File: src/rtl/btn_debounce_ctrl_if.sv
// Button inputs and debounced control outputs of btn_debounce_ctrl.
// The slave modport is the debouncer; the master modport drives the buttons and reads the outputs.
interface btn_debounce_ctrl_if;
   logic i_btn_en;
   logic i_btn_dir;
   logic o_enable;
   logic o_up_down_n;
   logic o_en_pulse;
   logic o_dir_pulse;

   modport master (
      output i_btn_en, i_btn_dir,
      input  o_enable, o_up_down_n, o_en_pulse, o_dir_pulse
   );

   modport slave (
      input  i_btn_en, i_btn_dir,
      output o_enable, o_up_down_n, o_en_pulse, o_dir_pulse
   );
endinterface

File: src/rtl/btn_debounce_ctrl.sv
// Two-button debouncer: each button is synchronized, filtered by a press/release FSM,
// and drives a one-cycle press strobe plus a level that toggles on every accepted press.
module btn_debounce_ch #(
   parameter int   DEBOUNCE_CYCLES = 1000000,
   parameter int   CNT_W           = 20,
   parameter logic LVL_RST         = 1'b0
) (
   input  logic i_clk,
   input  logic i_rst,
   input  logic i_raw,
   output logic o_pulse,
   output logic o_lvl
);
   typedef enum logic [1:0] {RELEASED, PRESS_WAIT, PRESSED, RELEASE_WAIT} state_e;

   localparam logic [CNT_W-1:0] CNT_MAX = CNT_W'(DEBOUNCE_CYCLES - 1);

   state_e             state_q, state_d;
   logic [CNT_W-1:0]   cnt_q, cnt_d;
   logic [1:0]         sync_q, sync_d;
   logic               pulse_q, pulse_d;
   logic               lvl_q, lvl_d;
   logic               sync;

   assign sync = sync_q[1];

   always_comb begin
      state_d = state_q;
      cnt_d   = cnt_q;
      pulse_d = 1'b0;
      sync_d  = {sync_q[0], i_raw};
      case (state_q)
         RELEASED: begin
            if (sync) begin
               state_d = PRESS_WAIT;
               cnt_d   = '0;
            end
         end
         PRESS_WAIT: begin
            if (!sync)                state_d = RELEASED;
            else if (cnt_q == CNT_MAX) begin
               state_d = PRESSED;
               pulse_d = 1'b1;
            end else                  cnt_d = cnt_q + 1'b1;
         end
         PRESSED: begin
            if (!sync) begin
               state_d = RELEASE_WAIT;
               cnt_d   = '0;
            end
         end
         RELEASE_WAIT: begin
            // A re-press while waiting out the release is a bounce, not a new press.
            if (sync)                 state_d = PRESSED;
            else if (cnt_q == CNT_MAX) state_d = RELEASED;
            else                      cnt_d = cnt_q + 1'b1;
         end
         default: state_d = RELEASED;
      endcase
      lvl_d = lvl_q ^ pulse_d;
   end

   always_ff @(posedge i_clk or posedge i_rst) begin
      if (i_rst) begin
         state_q <= RELEASED;
         cnt_q   <= '0;
         sync_q  <= '0;
         pulse_q <= 1'b0;
         lvl_q   <= LVL_RST;
      end else begin
         state_q <= state_d;
         cnt_q   <= cnt_d;
         sync_q  <= sync_d;
         pulse_q <= pulse_d;
         lvl_q   <= lvl_d;
      end
   end

   assign o_pulse = pulse_q;
   assign o_lvl   = lvl_q;
endmodule

module btn_debounce_ctrl #(
   parameter int DEBOUNCE_CYCLES = 1000000,
   parameter int CNT_W           = 20
) (
   input logic               i_clk,
   input logic               i_rst,
   btn_debounce_ctrl_if.slave bus
);
   localparam int NUM_BTN = 2;
   // Lane 0 is enable (idles off), lane 1 is direction (idles up).
   localparam logic [NUM_BTN-1:0] LVL_RST = 2'b10;

   logic [NUM_BTN-1:0] raw;
   logic [NUM_BTN-1:0] pulse;
   logic [NUM_BTN-1:0] lvl;

   assign raw = {bus.i_btn_dir, bus.i_btn_en};

   for (genvar g = 0; g < NUM_BTN; g++) begin : g_btn
      btn_debounce_ch #(
         .DEBOUNCE_CYCLES (DEBOUNCE_CYCLES),
         .CNT_W           (CNT_W),
         .LVL_RST         (LVL_RST[g])
      ) u_ch (
         .i_clk   (i_clk),
         .i_rst   (i_rst),
         .i_raw   (raw[g]),
         .o_pulse (pulse[g]),
         .o_lvl   (lvl[g])
      );
   end

   assign bus.o_enable    = lvl[0];
   assign bus.o_up_down_n = lvl[1];
   assign bus.o_en_pulse  = pulse[0];
   assign bus.o_dir_pulse = pulse[1];
endmodule

File: src/flat_wrapper.sv
// flat-port wrapper written by rule: the top's interface ports become plain ports
module btn_debounce_ctrl_flat 
#(
   parameter int DEBOUNCE_CYCLES = 1000000,
   parameter int CNT_W           = 20
)
  (i_clk, i_rst, bus_i_btn_en, bus_i_btn_dir, bus_o_enable, bus_o_up_down_n, bus_o_en_pulse, bus_o_dir_pulse);
  btn_debounce_ctrl_if bus_i ();
  input logic i_clk;
  input logic i_rst;
  input wire logic [$bits(bus_i.i_btn_en)-1:0] bus_i_btn_en;
  input wire logic [$bits(bus_i.i_btn_dir)-1:0] bus_i_btn_dir;
  output wire logic [$bits(bus_i.o_enable)-1:0] bus_o_enable;
  output wire logic [$bits(bus_i.o_up_down_n)-1:0] bus_o_up_down_n;
  output wire logic [$bits(bus_i.o_en_pulse)-1:0] bus_o_en_pulse;
  output wire logic [$bits(bus_i.o_dir_pulse)-1:0] bus_o_dir_pulse;
  assign bus_i.i_btn_en = bus_i_btn_en;
  assign bus_i.i_btn_dir = bus_i_btn_dir;
  assign bus_o_enable = bus_i.o_enable;
  assign bus_o_up_down_n = bus_i.o_up_down_n;
  assign bus_o_en_pulse = bus_i.o_en_pulse;
  assign bus_o_dir_pulse = bus_i.o_dir_pulse;
  btn_debounce_ctrl #(.DEBOUNCE_CYCLES(DEBOUNCE_CYCLES), .CNT_W(CNT_W)) u_core (.i_clk(i_clk), .i_rst(i_rst), .bus(bus_i));
endmodule
File: config.mk
export PLATFORM = sky130hd
export DESIGN_NAME = btn_debounce_ctrl_flat
export DESIGN_NICKNAME = d
export VERILOG_FILES = /design/src/rtl/btn_debounce_ctrl_if.sv /design/src/rtl/btn_debounce_ctrl.sv /design/src/flat_wrapper.sv
export SDC_FILE = /design/constraint.sdc
export NUM_CORES = 1
export LEC_CHECK = 0
export CORE_AREA = 4 4 80 82
export CTS_BUF_LIST = sky130_fd_sc_hd__clkbuf_4 sky130_fd_sc_hd__clkbuf_8
export DETAILED_ROUTE_END_ITERATION = 16
export DIE_AREA = 0 0 84 86
export PLACE_DENSITY = 0.73
export REMOVE_ABC_BUFFERS = 1
export SLEW_MARGIN = 20
export SYNTH_ARGS = -nofsm -noshare
export SYNTH_HDL_FRONTEND = slang
export SYNTH_HIERARCHICAL = 1
export SYNTH_SLANG_ARGS = --single-unit
export TNS_END_PERCENT = 20
File: constraint.sdc
create_clock -name i_clk -period 1.8 [get_ports i_clk]
set_input_delay 0.36 -clock i_clk [delete_from_list [all_inputs] [get_ports i_clk]]
set_output_delay 0.36 -clock i_clk [all_outputs]
set_load 0.005 [all_outputs]
=== After elaboration in Yosys (flattened, before gate mapping) ===
Cells that the tools add are included.

* Bits in registers: 52
* Bits of input ports: 4
* Output and inout bits: 4
* Logic and storage cells: 72

* $add $sub $neg: 2
* Equality and inequality tests: 20
* Multiplexer cells: 32
* Bitwise logic cells: 2
* Reduce and logical (&&, ||, !) cells: 6

{| class="wikitable"
|+ Operators with widths
! kind !! count
|-
| $mux W20 || 10
|-
| $pmux W20 S4 || 2
|-
| $add A20 B1 Y20 const B || 2
|-
| $eq A20 B20 Y1 const B || 2
|-
| $mux W2 || 12
|-
| $ne A2 B2 Y1 const B || 8
|-
| $pmux W2 S4 || 2
|-
| $reduce_and A4 Y1 || 4
|-
| $ne A3 B3 Y1 const B || 4
|-
| $eq A2 B2 Y1 const B || 4
|-
| $mux W1 || 6
|-
| $eq A2 B1 Y1 const B || 2
|-
| $logic_not A2 Y1 || 2
|-
| $xor A1 B1 Y1 || 2
|}

=== Longest topological paths before layout ===
Gate-level depths: netlist (run 1).

* Depth in word-level cells: 5
* Gate-level depth with buffers: 7
* Gate-level depth less buffers: 6

=== Cells and area by module ===
The synthesis (run 1) kept the hierarchy.

{| class="wikitable"
|+ Modules (own cells, without submodules)
! module !! times used !! cells an instance !! area an instance (µm²) !! seq. area each (µm²)
|-
| btn_debounce_ch (u_core.g_btn[1].u_ch) || 1 || 155 || 1516.5 || 651.9
|-
| btn_debounce_ch (u_core.g_btn[0].u_ch) || 1 || 155 || 1515.2 || 650.6
|}

=== Least setup slack after synthesis (run 1) ===
Ideal clock, no wire load.

* Path type: register to register
* From: register u_core.g_btn[0].u_ch.cnt_q[0]
* To: register u_core.g_btn[0].u_ch.cnt_q[18]
* Library setup time: 146 ps
* Arrival time: 1576 ps
* Data required time: 1654 ps
* Setup slack: 78 ps
* Stages on the path, launching flop included: 8
* Buffers on the path: 1
* Clock period less this slack: 1722 ps
* Cell sequence: dfrtp_1 ha_1 and4_2 nand3_2 o21ba_2 buf_6 nand3_1 o311ai_0

* Cells in the longest elaborated chain, start to end: 4
* Elaborated cells on any way between the ends: 6
* Classes of those cells: add/sub (1); eq/ne (1); mux (4)

{| class="wikitable"
|+ RTL lines
! element !! RTL line !! source
|-
| start: declaration || btn_debounce_ctrl.sv:19 || <nowiki>logic [CNT_W-1:0] cnt_q, cnt_d;</nowiki>
|-
| start signal: assignment || btn_debounce_ctrl.sv:72 || <nowiki>cnt_q <= cnt_d;</nowiki>
|-
| $add A20 B1 Y20 or $eq A20 B20 Y1 (tied branches) || - ||
|-
| $mux W20 * || btn_debounce_ctrl.sv:41, btn_debounce_ctrl.sv:55 ||
|-
| $mux W20 (on tied branches) || btn_debounce_ctrl.sv:54, btn_debounce_ctrl.sv:40 ||
|-
| $pmux W20 S4 * || btn_debounce_ctrl.sv:32 || <nowiki>case (state_q)</nowiki>
|}

Every way passes the cells marked *; elsewhere a longest branch is shown, timed or not. The select of a mux whose other input is x is not followed.
A chain may end at the register's enable or synchronous reset.

=== Worst setup path in the final report (run 1) ===
* From: register u_core.g_btn[0].u_ch.cnt_q[1]
* To: register u_core.g_btn[0].u_ch.cnt_q[13]

Same word-level chain as after synthesis.

==> results of run 1 <==
==> registers in the layout (all words and copies together) (netlist names), named ones only <==
register,cells
u_core/g_btn.u_ch/o_pulse,2
u_core/g_btn.u_ch/o_lvl,2
u_core/g_btn.u_ch/cnt_q,40
u_core/g_btn.u_ch/state_q,2
u_core/g_btn.u_ch/sync_q,4
==> stage by stage <==
stage | utilization [%] | hold WS (ps) | cells | TNS (ps)
detailed placement | 58.0 | 336 | 414 | 0
global route | 60.9 | 363 | 423 | -95.0
CTS | 59.8 | 350 | 422 | 0
finish | 60.9 | 343 | 423 | 0
floorplan | - | 331 | 300 | -17.0
global placement | 58.0 | 334 | 414 | 0
==> cell families after synthesis <==
family	after synthesis	share of synthesized area, %
flip-flops	52	43.0
XOR/XNOR	8	2.81
AO/OA/AOI/OAI	70	15.8
multiplexers	8	2.72
buffers and inverters	28	6.11
adder cells (fa/ha/maj)	2	0.825
AND/OR/NAND/NOR	142	28.8
==> placed cells by master, fill, tap and decap left out, types with 3 or more instances in the layout <==
cell type,Yosys,final
o31ai_1,4,4
clkbuf_8,2,7
xor2_1,4,4
a21oi_1,18,16
nand3_1,24,24
o21ai_0,22,18
and3_1,4,4
a22o_1,6,6
and2_2,4,4
mux2i_1,6,6
nor2_1,18,17
and4_1,4,4
and4bb_2,4,4
dfrtp_2,0,3
nand2_1,30,30
inv_1,18,18
buf_4,0,30
dfrtp_1,51,48
nand4_1,16,16
nor3_1,6,6
or3_1,14,14
o21ai_1,6,10
clkdlybuf4s50_1,0,7
==> metal layers <==
layer | GRT usage [%] | vias to the layer above | share of wire [%]
met5 | 0 | - | 0
met4 | 4.53 | 0 | 0.92
met3 | 3.17 | 7 | 2.0
met2 | 36.8 | 29 | 54
met1 | 23.6 | 1190 | 43
li1 | - | 1201 | -
==> area by class of cell <==
| class | instances | area, sq um | area share (%) |
|---|---|---|---|
| multi-input cells | 230 | 1590 | 45.5 |
| flip-flops and latches | 52 | 1310 | 37.3 |
| repair buffers | 40 | 338 | 9.65 |
| clock buffers | 8 | 104 | 2.97 |
| well taps | 75 | 93.8 | 2.68 |
| inverters | 18 | 67.6 | 1.93 |
==> worst max-delay path by stage <==
stage	from	to	slack [ps]	cells past startpoint
detailed placement	u_core/g_btn[0].u_ch/cnt_q[0]	u_core/g_btn[0].u_ch/cnt_q[15]	40	7
floorplan	u_core/g_btn[0].u_ch/cnt_q[0]	u_core/g_btn[0].u_ch/cnt_q[2]	-9	6
global route	u_core/g_btn[0].u_ch/cnt_q[1]	u_core/g_btn[0].u_ch/cnt_q[14]	-30	7
CTS	u_core/g_btn[0].u_ch/cnt_q[0]	u_core/g_btn[0].u_ch/cnt_q[15]	6	7
global placement	u_core/g_btn[0].u_ch/cnt_q[8]	u_core/g_btn[0].u_ch/o_lvl	60	5
finish	u_core/g_btn[0].u_ch/cnt_q[1]	u_core/g_btn[0].u_ch/cnt_q[13]	60	7
==> power breakdown <==
part | leakage [uW] | total [uW] | switching [uW] | internal, uW
clock | 0.0000549 | 737 | 370 | 367
combinational | 0.000689 | 195 | 111 | 84.0
sequential | 0.000700 | 1210 | 21.9 | 1190
total | 0.00144 | 2140 | 502 | 1640
==> repair_timing <==
| item | CTS | global route |
|---|---|---|
| gates resized for setup | 0 | 19 |
| setup buffers | 0 | 1 |
| endpoints found under the setup margin | 0 | 25 |
| hold buffers | 0 | 0 |
==> results.toml, run 1 <==
[floorplan]
ios = 8
rows = 28
die_width_um = 84
initial_core_util_pct = 52.8
coreArea_sq_mm = 0.00575
fp.dieH_um = 86
dieArea_sq_mm = 0.00722

[cts]
clk_transition_reported_paths_ps = 90
cts_buffer_depth = 2
cts_made_buffers = 5
tritoncts = "done"
htreeDepth = 2
cts.sinks = 52
clock_latency_ps = 300
root_buffer = "clkbuf_8"

[yosys]
yosys_most_used_dff = "dfrtp_1"
ys_types = 42
yosys.area.top_type_share_pct = 42.1
async_reset_ff_share_pct = 100
syn_area_sq_mm = 0.00303
synth_edf_count = 0
yosysTopAreaCell = "dfrtp_1"
synth.avg_cell_area_sq_um = 9.78
syn_inst = 310
seq_area_frac_synth_pct = 43.0
synth_common_cells = "dfrtp_1 (51), nand2_1 (30), nand3_1 (24)"
synth_area_leaders = "dfrtp_1 (42%), nand3_1 (4.0%), nand2_1 (3.7%)"
ys_warn_count = 6
ys_seq_elements = 52
yosysMostFrequentCell = "dfrtp_1"

[setup_path]
arrival_ps = 1960
start_kind = "flop"
critical_path_buf_inv_count = 1
r2r_cells = 7
r2r-start = "u_core/g_btn[0].u_ch/cnt_q[1]"
endpoint_kind = "flop"
r2r_setup_slack_ps = 60
cp_max_fo = 6
critPathTopFamily = "compound AO/OA/AOI/OAI gates"
required_ps = 2020
worstReg2RegEnd = "u_core/g_btn[0].u_ch/cnt_q[13]"
path_cells = "ha_2, and4_4, nand3_4, o31ai_4, buf_6, a21oi_1, o21ai_1"
slowest_stage = "dfrtp_1"
critPathKind = "reg2reg"
critPathMaxStageDelay_ps = 370

[place]
preCtsSetupSlack_ps = 35.9
placed_area_sq_mm = 0.00333
gp_congestion = 0.905
dpl.hpwl_um = 4930
portBuffers = 7

[route]
drt-total-wl_um = 6640
drt_pass1_iterations = 4
wire_per_inst_um = 15.7
dr.first_iter.drc_count = 146
drc = 0
drtAntennaViolNets = 0
viasPerCell = 5.74
num_vias = 2427

[power_and_ir_drop]
p_leak_uw = 0.00144
power_uw = 2140
vdd_drop_max_v = 0.000295
power-per-cell-area_mw_per_mm2 = 612

[grt]
grt_max_degree = 27
grt_pass1_wl_um = 11500
grt_pass1_vias = 2477
antenna_found_initial = 0
track_usage_pct = 19.6
overflow = 0

[sta]
finalWorstPathRequiredPeriod_ps = 1740
clock_skew_ps = 11.8
setup-violations-final = 0
fin_crit_sh_pct = 96.6
drv_slew = 0
hold_viol_final = 0
max_freq_mhz = 575
setup_ws_ps = 61.4
worst_slew_pin_slew_ps = 506
rsz0062_at_grt = "true"
slew_headroom_pct = 66.0

[finish]
n_antenna_cell = 0
final_layout_size_suffix_gt1_share_pct = 23.9
nNetsFinal = 353
fillers = 507
fin_area_sq_mm = 0.00350
area.growth.synth_to_final_pct = 15.5

[min_path]
min_path_cells = 0
hold_class = "reg2reg"
holdPathEnd = "u_core/g_btn[1].u_ch/sync_q[1]"
holdCritStartpoint = "u_core/g_btn[1].u_ch/sync_q[0]"

[status]
outcome = "complete, no violations"

[flow_run]
cap_violations = 0
(Power assumes the default switching activity.)
==> run 2: changes to the inputs <==
- CTS_BUF_LIST: sky130_fd_sc_hd__clkbuf_4 sky130_fd_sc_hd__clkbuf_8 -> sky130_fd_sc_hd__clkbuf_4 sky130_fd_sc_hd__clkbuf_8 sky130_fd_sc_hd__clkbuf_16
- DONT_BUFFER_PORTS: default -> 1
- PLACE_DENSITY: 0.73 -> 0.71
==> results.toml, run 2 (synthesis results as in run 1) <==
[cts]
cts_buffer_depth = 2
cts.sinks = 52
clk_transition_reported_paths_ps = 100
root_buffer = "clkbuf_8"
clock_latency_ps = 310
cts_made_buffers = 5
htreeDepth = 2
tritoncts = "done"

[finish]
n_antenna_cell = 0
nNetsFinal = 349
fillers = 486
largestRegisters = "u_core/g_btn.u_ch/cnt_q (40), u_core/g_btn.u_ch/sync_q (4)"
fin_area_sq_mm = 0.00347
largest_reg_flops = 40
regArea_sq_mm = 0.00131
final_layout_size_suffix_gt1_share_pct = 25.9
layout_commonest_cell = "dfrtp_1"
multi_input_area_sq_mm = 0.00160
final_util_pct = 60.4
layout_common_cells = "dfrtp_1 (45), buf_4 (31), nand2_1 (30)"
largest_register = "u_core/g_btn.u_ch/cnt_q"
area.growth.synth_to_final_pct = 14.5

[status]
outcome = "complete, no violations"

[setup_path]
cp_max_fo = 5
required_ps = 2000
critPathKind = "reg2reg"
start_kind = "flop"
arrival_ps = 1970
endpoint_kind = "flop"

[grt]
track_usage_pct = 19.4
overflow = 0
grt_pass1_wl_um = 11300
grt_max_degree = 27
antenna_found_initial = 0
grt_pass1_vias = 2470

[route]
drt_pass1_iterations = 4
drt-total-wl_um = 6690
drc = 0
wire_per_inst_um = 16.0
dr.first_iter.drc_count = 134
viasPerCell = 5.88
num_vias = 2462
drtAntennaViolNets = 0

[flow_run]
cap_violations = 0

[place]
dpl.hpwl_um = 4750
gp_congestion = 0.885
placed_area_sq_mm = 0.00325
portBuffers = 0

[power_and_ir_drop]
vdd_drop_max_v = 0.000410
p_leak_uw = 0.00142
power_uw = 2210
power-per-cell-area_mw_per_mm2 = 635

[sta]
rsz0062_at_grt = "true"
drv_slew = 0
max_freq_mhz = 567
slew_headroom_pct = 64.1
setup-violations-final = 0
hold_viol_final = 0
worst_slew_pin_slew_ps = 535
finalWorstPathRequiredPeriod_ps = 1760
fin_crit_sh_pct = 98.1
finalSetupTns_ps = 0
clock_skew_ps = 11.5

[floorplan]
dieArea_sq_mm = 0.00722
ios = 8
die_width_um = 84
fp.dieH_um = 86
rows = 28
initial_core_util_pct = 52.8
coreArea_sq_mm = 0.00575

[min_path]
hold_class = "in2reg"
-- run 2: cell count changes in the layout (fill, tap and decap cells not counted), sizes merged --
| cell | before | now |
|---|---|---|
| clkbuf | 8 | 5 |
| clkinv | 0 | 1 |
| bufinv | 0 | 1 |
| clkdlybuf4s50 | 7 | 0 |
| clkinvlp | 0 | 1 |
| dlygate4sd3 | 0 | 1 |
| buf | 33 | 35 |
-- run 2: metrics by stage --
| stage | hold WS [ps] | setup slack [ps] | cells |
|---|---|---|---|
| floorplan | 331 | -8.52 | 300 |
| global placement | 263 | 73.0 | 407 |
| detailed placement | 275 | 10.1 | 407 |
| CTS | 58.1 | 3.09 | 416 |
| global route | 48.0 | -29.4 | 419 |
| finish | 71.5 | 35.1 | 419 |
-- run 2: path summary, 6_finish.rpt --
check	start	to	slack (ps)	cells after the start
worst max-delay path	u_core/g_btn[1].u_ch/cnt_q[13]	flop	40	6
worst min-delay path	bus_i_btn_dir	u_core/g_btn[1].u_ch/sync_q[0]	70	0
worst max register to register	u_core/g_btn[1].u_ch/cnt_q[13]	flop	40	6
worst min register to register	u_core/g_btn[1].u_ch/sync_q[0]	u_core/g_btn[1].u_ch/sync_q[1]	360	0
max in group asynchronous	i_rst	u_core/g_btn[1].u_ch/cnt_q[11]	680	3
min in group asynchronous	i_rst	u_core/g_btn[1].u_ch/cnt_q[6]	520	2
-- run 2: power breakdown --
group / total, uW / switching (uW) / internal [uW]
Sequential: 1210 / 23.8 / 1190
Clock: 799 / 387 / 412
Combinational: 194 / 112 / 82.4
-- run 2: repair_timing --
item / CTS / global route
gates resized for setup: 1 / 24
buffers inserted: 0 / 3
setup endpoints to repair: 1 / 30
pin swaps: 0 / 9
hold buffers: 1 / 0
endpoints found under the hold margin: 14 / 0
-- run 2: critical path: stages (launching register included) --
cell and delay [ps]:
dfrtp_2 440, nor4_4 350, nand4_4 190, buf_4 180, nor2_1 130, nand2_1 80
mux2_2 280
-- run 2: metal layers --
metal,vias to the layer above,global-route usage [%],part of all wire (%)
met5,-,0,0
met4,0,8.48,2.2
met3,14,3.84,3.1
met2,51,34.6,52
met1,1199,22.6,42
li1,1198,-,-
-- run 2: cell type report --
cell class / count / share of cell area, %
Clock buffer: 5 / 1.98
Inverter: 18 / 1.95
Sequential cell: 52 / 37.7
Timing Repair Buffer: 36 / 8.29
Tap cell: 75 / 2.70
Multi-Input combinational cell: 230 / 46.1
Clock inverter: 3 / 1.23
